==> config.mk <==
export PLATFORM = sky130hd
export DESIGN_NAME = usb_access_sequencer
export DESIGN_NICKNAME = d
export VERILOG_FILES = /design/src/rtl/usb_seq_pkg.sv /design/src/rtl/usb_rr_arbiter.sv /design/src/rtl/usb_access_sequencer.sv
export SDC_FILE = /design/constraint.sdc
export NUM_CORES = 1
export LEC_CHECK = 0
export BUFFER_PORTS_ARGS = -buffer_cell sky130_fd_sc_hd__buf_2
export CORE_MARGIN = 5
export CORE_UTILIZATION = 25
export DETAILED_ROUTE_END_ITERATION = 7
export PLACE_DENSITY = 0.5
export SYNTH_ARGS = -nofsm -noshare
export SYNTH_HDL_FRONTEND = slang
export SYNTH_SLANG_ARGS = --single-unit
==> constraint.sdc <==
create_clock -name clk -period 6.3 [get_ports clk]
set_input_delay 0.315 -clock clk [delete_from_list [all_inputs] [get_ports clk]]
set_output_delay 0.315 -clock clk [all_outputs]
set_load 0.05 [all_outputs]
==> src/rtl/usb_seq_pkg.sv <==
// Shared types and address constants for the USB access sequencer.
// Address encoding on the slave port is {port, is_cmd}.
package usb_seq_pkg;

  typedef enum logic [2:0] {
    S_IDLE,
    S_CMD,
    S_GAP,
    S_DATA,
    S_DONE
  } state_t;

  localparam logic [1:0] ADDR_HC_DATA = 2'd0;
  localparam logic [1:0] ADDR_HC_CMD  = 2'd1;
  localparam logic [1:0] ADDR_DC_DATA = 2'd2;
  localparam logic [1:0] ADDR_DC_CMD  = 2'd3;

endpackage

==> src/rtl/usb_rr_arbiter.sv <==
// Two-way round-robin arbiter; pointer remembers the last winner.
// On a tie the requester that did not win last time is granted.
module usb_rr_arbiter (
  input  logic       clk,
  input  logic       reset,
  input  logic [1:0] req,
  input  logic       grant_en,
  output logic [1:0] grant
);

  logic ptr;

  always_comb begin
    grant = req;
    if (req == 2'b11)
      grant = ptr ? 2'b01 : 2'b10;
  end

  always_ff @(posedge clk or negedge reset) begin
    if (!reset)
      ptr <= 1'b1;
    else if (grant_en && |req)
      ptr <= grant[1];
  end

endmodule

==> src/rtl/usb_access_sequencer.sv <==
// Shares the USB OTG slave between two requesters and turns each grant
// into a command write, settling gaps and one or two data accesses.
module usb_access_sequencer
  import usb_seq_pkg::*;
#(
  parameter int GAP_CYCLES = 6
) (
  input  logic        clk,
  input  logic        reset,
  input  logic        r0_req,
  input  logic        r0_port,
  input  logic        r0_write,
  input  logic        r0_wide,
  input  logic [15:0] r0_cmd,
  input  logic [31:0] r0_wdata,
  output logic        r0_ack,
  output logic [31:0] r0_rdata,
  input  logic        r1_req,
  input  logic        r1_port,
  input  logic        r1_write,
  input  logic        r1_wide,
  input  logic [15:0] r1_cmd,
  input  logic [31:0] r1_wdata,
  output logic        r1_ack,
  output logic [31:0] r1_rdata,
  output logic        busy,
  output logic [1:0]  m_address,
  output logic        m_chipselect,
  output logic        m_read,
  output logic        m_write,
  output logic [15:0] m_writedata,
  input  logic [15:0] m_readdata
);

  localparam int CW = (GAP_CYCLES > 1) ? $clog2(GAP_CYCLES) : 1;
  localparam logic [CW-1:0] GAP_LOAD = CW'(GAP_CYCLES - 1);

  state_t        state, state_nxt;
  logic [CW-1:0] cnt;
  logic [1:0]    idx;
  logic          who;
  logic          l_port;
  logic          l_write;
  logic          l_wide;
  logic [15:0]   l_cmd;
  logic [31:0]   l_wdata;
  logic [31:0]   rbuf, rbuf_nxt;
  logic          cap;
  logic          cap_slot;
  logic [1:0]    grant;
  logic          remain;
  logic          start;
  logic          finish;

  usb_rr_arbiter u_arb (
    .clk      (clk),
    .reset    (reset),
    .req      ({r1_req, r0_req}),
    .grant_en (state == S_IDLE),
    .grant    (grant)
  );

  assign remain = (idx == 2'd0) || (l_wide && idx == 2'd1);
  assign start  = (state == S_IDLE) && |grant;
  assign finish = (state == S_GAP) && (cnt == '0) && !remain;
  assign busy   = (state != S_IDLE);
  assign r0_ack = (state == S_DONE) && !who;
  assign r1_ack = (state == S_DONE) && who;

  always_comb begin
    state_nxt = state;
    unique case (state)
      S_IDLE: if (start) state_nxt = S_CMD;
      S_CMD:  state_nxt = S_GAP;
      S_GAP:  if (cnt == '0) state_nxt = remain ? S_DATA : S_DONE;
      S_DATA: state_nxt = S_GAP;
      S_DONE: state_nxt = S_IDLE;
      default: state_nxt = S_IDLE;
    endcase
  end

  always_comb begin
    m_chipselect = 1'b0;
    m_read       = 1'b0;
    m_write      = 1'b0;
    m_address    = 2'd0;
    m_writedata  = 16'd0;
    if (state == S_CMD) begin
      m_chipselect = 1'b1;
      m_write      = 1'b1;
      m_address    = l_port ? ADDR_DC_CMD : ADDR_HC_CMD;
      m_writedata  = l_cmd;
    end else if (state == S_DATA) begin
      m_chipselect = 1'b1;
      m_address    = l_port ? ADDR_DC_DATA : ADDR_HC_DATA;
      m_read       = !l_write;
      m_write      = l_write;
      if (l_write)
        m_writedata = idx[0] ? l_wdata[31:16] : l_wdata[15:0];
    end
  end

  // Slave returns read data the cycle after the strobe.
  always_comb begin
    rbuf_nxt = rbuf;
    if (state == S_GAP && cap) begin
      if (cap_slot) rbuf_nxt[31:16] = m_readdata;
      else          rbuf_nxt[15:0]  = m_readdata;
    end
  end

  always_ff @(posedge clk or negedge reset) begin
    if (!reset) begin
      state    <= S_IDLE;
      cnt      <= '0;
      idx      <= 2'd0;
      who      <= 1'b0;
      l_port   <= 1'b0;
      l_write  <= 1'b0;
      l_wide   <= 1'b0;
      l_cmd    <= 16'd0;
      l_wdata  <= 32'd0;
      rbuf     <= 32'd0;
      cap      <= 1'b0;
      cap_slot <= 1'b0;
      r0_rdata <= 32'd0;
      r1_rdata <= 32'd0;
    end else begin
      state <= state_nxt;
      rbuf  <= rbuf_nxt;
      cap   <= (state == S_DATA) && !l_write;
      if (start) begin
        who     <= grant[1];
        l_port  <= grant[1] ? r1_port  : r0_port;
        l_write <= grant[1] ? r1_write : r0_write;
        l_wide  <= grant[1] ? r1_wide  : r0_wide;
        l_cmd   <= grant[1] ? r1_cmd   : r0_cmd;
        l_wdata <= grant[1] ? r1_wdata : r0_wdata;
        idx     <= 2'd0;
        rbuf    <= 32'd0;
      end
      if (state == S_CMD || state == S_DATA)
        cnt <= GAP_LOAD;
      else if (state == S_GAP && cnt != '0)
        cnt <= cnt - 1'b1;
      if (state == S_DATA) begin
        idx      <= idx + 2'd1;
        cap_slot <= idx[0];
      end
      // Result lands as DONE is entered so it is valid with the ack.
      if (finish && !l_write) begin
        if (who)
          r1_rdata <= l_wide ? rbuf_nxt : {16'd0, rbuf_nxt[15:0]};
        else
          r0_rdata <= l_wide ? rbuf_nxt : {16'd0, rbuf_nxt[15:0]};
      end
    end
  end

endmodule
== Word-level counts from Yosys, hierarchy flattened ==
Index checks and enable logic that the tools add are counted.
Storage, ports and cells
  flip-flop bits (word level): 159
  bits of input ports: 122
  logic and storage cells: 89
  output and inout port bits: 88
Cells by class
  multiplexer cells: 34
  reductions and logical operators: 29
  bitwise logic cells: 1
  eq/ne operators: 8
  add/subtract/negate cells: 2
Operators with widths (number)
  $mux 32: 4
  $mux 16: 7
  $mux 2: 8
  $mux 3: 5
  $logic_and 1x1->1: 11
  $mux 1: 9
  $pmux 3 s3: 1
  $eq 3x2->1 const B: 2
  $logic_not 3->1: 2
  $reduce_and 2->1: 3
  $reduce_bool 3->1: 2
  $reduce_or 2->1: 3
  $ne 2x2->1 const B: 2
  $reduce_bool 2->1: 2
  $eq 3x1->1 const B: 1
  $eq 3x3->1 const B: 1
  $logic_not 1->1: 3
  $sub 3x1->3 const B: 1
  $add 2x1->2 const B: 1
  $eq 2x1->1 const B: 1
  $eq 2x2->1 const B: 1
  $logic_not 2->1: 1
  $logic_or 1x1->1: 2
  $not 1->1: 1

== Longest topological paths before layout ==
Gate-level depths: netlist of run 1.
  word-level depth: 7
  depth in mapped cells: 10
  gate-level depth less buffers: 7

== By module ==
Synthesis of run 1 repeated with hierarchy kept, for this count alone.
Unflattened totals
  cell total of the unflattened synthesis: 622
  area total of the unflattened synthesis: 7031.7 µm²
By module, submodules not included
  usb_access_sequencer: cells an instance 616, times used 1, sequential area each 3953.8 µm², area an instance 6975.4 µm²
  usb_rr_arbiter: cells an instance 6, times used 1, sequential area each 26.3 µm², area an instance 56.3 µm²

== Least setup slack after synthesis of run 1 ==
Ideal clock, no wire load.
  path type: reg-to-output
  start point: reg state[0]
  end point: out m_writedata[10]
  arrival time: 2508 ps
  cell stages (with the launch flop): 7
  path slack: 3477 ps
  buffers on the path: 2
  data required time: 5985 ps
  cell sequence: dfrtp_1 -> buf_2 -> nand2b_1 -> inv_1 -> nand3_1 -> clkbuf_1 -> o21ai_0
On the way
  longest elaborated chain between the ends: 3
Ends and longest elaborated chain
  start, declared: line usb_access_sequencer.sv:38  | state_t state, state_nxt;
  start signal, assigned: line usb_access_sequencer.sv:129  | state <= state_nxt;
  $eq 3x2->1: line usb_access_sequencer.sv:93  | end else if (state == S_DATA) begin
  $mux 16: line usb_access_sequencer.sv:93
  $mux 16 *: line usb_access_sequencer.sv:88  | if (state == S_CMD) begin
  end, declared: line usb_access_sequencer.sv:31  | output logic [15:0] m_writedata,
Mark *: on every way between the ends. The rest lies on a longest branch, timed or not.

== Final worst setup path of run 1 ==
  start point: reg idx[0]
  end point: reg r1_rdata[17]
On the way
  longest elaborated chain between the ends: 7
Ends and longest elaborated chain
  start, declared: line usb_access_sequencer.sv:40  | logic [1:0] idx;
  start signal, assigned: line usb_access_sequencer.sv:147  | idx <= idx + 2'd1;
  $eq 2x1->1: line usb_access_sequencer.sv:63  | assign remain = (idx == 2'd0) || (l_wide && idx == 2'd1);
  $logic_and 1x1->1: line usb_access_sequencer.sv:63
  $logic_or 1x1->1 *: line usb_access_sequencer.sv:63
  $logic_not 1->1 *: line usb_access_sequencer.sv:65  | assign finish = (state == S_GAP) && (cnt == '0) && !remain;
  $logic_and 1x1->1 *: line usb_access_sequencer.sv:65
  $logic_and 1x1->1 *: line usb_access_sequencer.sv:151  | if (finish && !l_write) begin
  $reduce_and 2->1 (no line) *
  end signal, assigned: line usb_access_sequencer.sv:153  | r1_rdata <= l_wide ? rbuf_nxt : {16'd0, rbuf_nxt[15:0]};
  end, declared: line usb_access_sequencer.sv:25  | output logic [31:0] r1_rdata,
Marked as above.
A chain may end at the register's enable or synchronous reset.

==> results by group, run 1 <==
Status
  • Outcome: completed

Worst setup path
  • Largest stage delay on the critical path: 1.02 ns
  • Setup CP Type: reg -> reg
  • Crit path max fanout: 33
  • CP Cell Sequence: inv_1 > ha_1 > a21o_1 > nor4_4 > buf_4 > nand2_1 > o2bb2ai_1
  • CP max stage cell: dfrtp_1
  • Worst Setup End Kind: flop
  • Worst Setup Start Kind: flop
  • Crit path DAT: 3.36 ns
  • Crit path max-delay family: flip-flops
  • Worst endpoint required time: 6.64 ns
  • WP buf/inv: 2

Power and ir drop
  • Power Density: 534.2 nW/um^2
  • Worst vdd ir: 0.1620 mV
  • Leakage: 4.410 nW

Floorplan
  • Chip Height: 175.7 um
  • Core Box Area: 27030 sq um
  • I/O pin cnt: 210
  • Width of the chip: 175.7 um
  • Die area: 30880 sq um
  • Rows: 60
  • Initial Util: 25.41%

Clock tree
  • Root Driver: clkbuf_16
  • Worst-Skew Late Latency: 0.42 ns
  • # hold bufs at CTS: 1
  • CTS clk-pin slew, worst paths: 0.07 ns
  • Post-CTS Setup Bufs: 0
  • CTS-repair resized insts: 0
  • CTS tree: built
  • CTS H-tree lvls: 4
  • CTS Sinks: 159
  • CTS buffer count: 17
  • Clock buffer depth: 2

Detailed routing
  • DRT Pass-1 Iters: 4
  • Final antenna-violating net count: 0
  • DR WL/cell: 16.44 um
  • Starting DRT DRC Count: 304
  • Residual DRC count: 0
  • Routed WL: 19630 um
  • DR vias: 5254
  • Vias per inst: 4.400

Final layout
  • Layout area overhead: 28.81%
  • Design Area, Final: 8845 sq um
  • Layout cells sized above 1: 30.25%
  • Most frequent cells in the layout: 208 x buf_2, 158 x dfrtp_1, 99 x mux2i_1
  • Final net count: 966
  • Inserted Diodes: 0
  • Commonest non-fill, non-tap cell in the layout: buf_2

Global route
  • First-pass GRT wire length: 30930 um
  • Vias in the first global route: 5396
  • Gr ovfl total: 0
  • Largest net degree at the start of global routing: 88
  • GRT Overall Usage: 12.79%
  • Initial antenna violation count: 1

Placed design
  • Buffers on Ports: 209
  • Area after DPL: 8240 sq um
  • Post-DP HPWL: 14500 um
  • Placer Congestion: 0.7623

STA
  • Minimum clock period after layout: 3.021 ns
  • Worst slew pin tran: 1.067 ns
  • F_max: 331.0 MHz
  • Final Cycle Share: 47.96%
  • Slew Limit Fails: 0
  • Final setup fails: 0
  • Skew final: 0.01305 ns
  • RSZ-0062 raised after global routing: false
  • Setup TNS: 0 ns
  • Slew headroom: 28.86%
  • Final hold vios: 0

Flow run
  • Max-cap violation count: 0

Synth
  • Synth Net Count: 772
  • #FFs+latches synth: 159
  • Sequential element share of the synthesized area: 57.96%
  • Mapped Avg Cell Area: 10.63 sq um
  • Yosys top cell area share: 57.58%
  • Top cells by area, synth: dfrtp_1 58%, mux2i_1 14%, o21ai_0 6.0%
  • Synth warnings: 0
  • Synth Cell Area: 6867 sq um
  • Cells after Synth: 646
  • Cell taking the most area after synthesis: dfrtp_1
  • Yosys cell types: 36

Min path
  • Worst hold path type: in -> reg
## cell families (layout without fill, tap and decap cells)
family	Yosys count	after routing	synth area share [%]
muxes	99	99	14.43
buffers and inverters	52	259	3.334
AOI/OAI and AO/OA	149	149	12.03
and+or+nand+nor	183	183	11.52
adders and majority gates	4	4	0.7289
DFF	159	159	57.96
## cell usage after synthesis
master	n
nor2b_1	1
a21boi_0	1
clkbuf_1	28
o41ai_1	1
and3_1	2
and3b_1	1
nor2_1	74
nor3b_2	1
buf_6	2
a21oi_1	36
or4_1	1
nor4_2	1
dfstp_2	1
inv_1	10
a21o_1	1
o21ai_0	83
buf_4	2
and2_1	1
nand4_1	1
o2bb2ai_1	16
nor4_4	1
dfrtp_1	158
nor3_2	1
nand2_1	89
o21ai_1	6
nand4bb_4	1
a31oi_1	2
buf_2	9
mux2i_1	99
buf_1	1
nand3_2	1
o31ai_1	2
nand2b_1	2
nand3_1	5
a2bb2oi_1	1
ha_1	4
## through the flow
step	power (mW)	instances	hold slack [ns]	utilization [%]	setup WS, ns
floorplan	3.172	646	0.01941	-	3.477
global placement	3.740	1161	0.4393	30.49	3.326
detailed placement	3.767	1161	0.4339	30.49	3.239
CTS	4.802	1194	0.1256	32.73	3.233
global route	5.048	1194	0.1432	32.73	3.025
finish	4.725	1194	0.1535	32.73	3.279
## final timing paths
check | start | to | slack [ns] | cells past startpoint
setup / recovery | idx[0]$_DFFE_PN0P_ | r1_rdata[17]$_DFFE_PN0P_ | 3.28 | 7
hold / removal | r0_req | u_arb.ptr$_DFFE_PN1P_ | 0.15 | 2
setup reg to reg | idx[0]$_DFFE_PN0P_ | r1_rdata[17]$_DFFE_PN0P_ | 3.28 | 7
hold reg to reg | l_port$_DFFE_PN0P_ | l_port$_DFFE_PN0P_ | 0.47 | 2
max in group asynchronous | reset | l_wdata[17]$_DFFE_PN0P_ | 4.33 | 3
min in group asynchronous | reset | r0_rdata[23]$_DFFE_PN0P_ | 0.51 | 2
## flip-flops by register name (all words and copies together), names as in the netlist
name / flops
l_wdata: 32
l_write: 1
who: 1
r1_rdata: 32
l_port: 1
l_cmd: 16
cap_slot: 1
cap: 1
u_arb.ptr: 1
l_wide: 1
idx: 2
cnt: 3
state: 3
rbuf: 32
r0_rdata: 32
## layout make-up
class	count	area [sq um]
clock inverter	15	168.9
fill	2855	18180
timing repair buffer	217	1115
clock buffer	17	425.4
sequential	159	3980
inverter	10	37.54
tap	341	426.7
multi-input combinational	435	2691
## layer usage
metal	part of all wire, %	track usage (%)
met4	0.73	2.924
met2	45	19.45
met3	7.4	3.982
met5	0.066	0
met1	47	17.93
## power breakdown
| group | leakage [nW] | internal, mW | total (mW) | switching, mW |
|---|---|---|---|---|
| sequential | 2.00 | 1.45 | 1.74 | 0.287 |
| combinational | 2.12 | 0.551 | 1.97 | 1.42 |
| clock | 0.283 | 0.533 | 1.02 | 0.489 |
Note: power is estimated with default switching activity, not from simulation.
==> run 2, diff against run 1 <==
PLACE_DENSITY = 0.51   (was 0.5)
clock period = 2.4 ns   (was 6.3 ns; I/O delays follow)
==> results by group, run 2 (synthesized netlist as in run 1, its figures left out) <==
Status
  • Outcome: completed

STA
  • Final hold vios: 0
  • Skew final: 0.01841 ns
  • Final setup fails: 0
  • Worst slew pin tran: 0.8292 ns
  • Final Cycle Share: 93.52%
  • Slew Limit Fails: 0
  • Minimum clock period after layout: 2.244 ns
  • F_max: 445.6 MHz
  • RSZ-0062 raised after global routing: false
  • Slew headroom: 44.51%

Worst setup path
  • Reg2reg path depth: 7
  • R2R Path End: r0_rdata[30]$_DFFE_PN0P_
  • R2r setup slk: 0.25 ns
  • Setup CP Type: reg -> out
  • Worst Setup End Kind: primary output
  • Crit path DAT: 2.12 ns
  • Critical Path Start: state[2]$_DFFE_PN0P_
  • Worst Setup Start Kind: flop
  • Crit path to: m_writedata[4]
  • Crit path max fanout: 16
  • Worst R2R Start: cnt[0]$_DFFE_PN0P_
  • Worst endpoint required time: 2.28 ns

Min path
  • Worst hold path type: in -> reg
  • Worst hold path stage count: 3

Final layout
  • Commonest non-fill, non-tap cell in the layout: buf_2
  • Design Area, Final: 9499 sq um
  • Layout cells sized above 1: 29.73%
  • Layout area overhead: 38.34%
  • Post-layout util: 35.15%
  • Final net count: 1028
  • Most frequent cells in the layout: 200 x buf_2, 157 x dfrtp_1, 99 x mux2i_1
  • Fill count: 2771

Global route
  • GRT Overall Usage: 13.17%
  • First-pass GRT wire length: 31930 um
  • Gr ovfl total: 0
  • Vias in the first global route: 5747
  • Initial antenna violation count: 0
  • Largest net degree at the start of global routing: 71

Clock tree
  • CTS clk-pin slew, worst paths: 0.07 ns
  • Root Driver: clkbuf_16
  • Worst-Skew Late Latency: 0.43 ns
  • CTS buffer count: 17
  • CTS H-tree lvls: 4
  • CTS Sinks: 159
  • Clock buffer depth: 2
  • Post-CTS Setup Bufs: 0
  • CTS tree: built

Detailed routing
  • Routed WL: 19860 um
  • Vias per inst: 4.301
  • DRT Pass-1 Iters: 4
  • DR vias: 5406
  • Final antenna-violating net count: 0
  • Residual DRC count: 0
  • Starting DRT DRC Count: 249
  • DR WL/cell: 15.80 um

Power and ir drop
  • Leakage: 4.687 nW
  • PnR Total Power: 12.58 mW
  • Worst vdd ir: 0.4387 mV
  • Clock share of power: 21.3%
  • Switch Pwr: 5.748 mW
  • Gate power share: 43.4%
  • Power Density: 1324 nW/um^2
  • Sequential Power Share: 35.4%
  • Switching Fraction: 45.69%
  • Int Pwr: 6.832 mW

Floorplan
  • Rows: 60
  • I/O pin cnt: 210
  • Width of the chip: 175.7 um
  • Chip Height: 175.7 um
  • Core Box Area: 27030 sq um
  • Die area: 30880 sq um
  • Initial Util: 25.41%

Placed design
  • Area after DPL: 8388 sq um
  • Post-DP HPWL: 14470 um
  • Placer Congestion: 0.7786
  • Buffers on Ports: 209

Flow run
  • Max-cap violation count: 0
run 2: cell type report:
type | instances | area [sq um] | share of cell area [%]
repair buffers | 279 | 1773 | 18.66
multi-input cells | 435 | 2691 | 28.33
clock inverters | 15 | 161.4 | 1.699
inverters | 10 | 37.54 | 0.3952
clock buffers | 17 | 425.4 | 4.478
diodes | 1 | 2.502 | 0.02634
flip-flops and latches | 159 | 3981 | 41.91
well taps | 341 | 426.7 | 4.492
run 2: timing repair:
| item | 4_1_cts | 5_1_grt |
|---|---|---|
| gates resized for setup | 0 | 11 |
| endpoints found under the hold margin | 86 | 0 |
| hold buffers | 50 | 0 |
| endpoints found under the setup margin | 0 | 16 |
run 2: worst min-delay path by stage:
stage,from,endpoint,slack (ns)
6_report,r1_wdata[2],l_wdata[2]$_DFFE_PN0P_,0.005
3_5_place_dp,reset,rbuf[26]$_DFF_PN0_,0.17
3_3_place_gp,reset,rbuf[29]$_DFF_PN0_,0.16
2_1_floorplan,reset,cap$_DFF_PN0_,-0.18
4_1_cts,r1_wdata[20],l_wdata[20]$_DFFE_PN0P_,0.0000007
5_1_grt,m_readdata[13],rbuf[29]$_DFF_PN0_,0.02
run 2: stage by stage:
| step | instances | worst slack (ns) | TNS [ns] | hold slack (ns) |
|---|---|---|---|---|
| 5_1_grt | 1256 | 0.005107 | 0 | 0.02181 |
| 3_5_place_dp | 1174 | 0.2330 | 0 | 0.1674 |
| 3_3_place_gp | 1174 | 0.2912 | 0 | 0.1637 |
| 6_report | 1257 | 0.1556 | 0 | 0.005429 |
| 2_1_floorplan | 646 | -0.2282 | -2.603 | -0.1756 |
| 4_1_cts | 1256 | 0.003350 | 0 | 0.0000007216 |
run 2: power groups by stage:
stage / Combinational (mW) / Sequential [mW] / Clock [mW]
5_1_grt: 5.99 / 4.61 / 2.87
4_1_cts: 5.54 / 4.46 / 2.76
6_report: 5.45 / 4.45 / 2.67
3_5_place_dp: 5.41 / 4.51 / 0
3_3_place_gp: 5.36 / 4.50 / 0
2_1_floorplan: 2.40 / 5.93 / 0
run 2: metal layers:
| metal | up-vias | global-route usage [%] | wire (um) |
|---|---|---|---|
| li1 | 2736 | - | - |
| met1 | 2466 | 17.67 | 9256 |
| met5 | - | 0 | 0 |
| met3 | 16 | 3.917 | 1403 |
| met2 | 188 | 21.09 | 8988 |
| met4 | 0 | 3.021 | 210 |
run 2: critical path: stages (launching register included):
cell	delay (ns)
dfrtp_2	0.50
nand2b_1	0.22
inv_1	0.17
nand3_1	0.10
buf_4	0.21
o21ai_0	0.20
buf_2	0.31
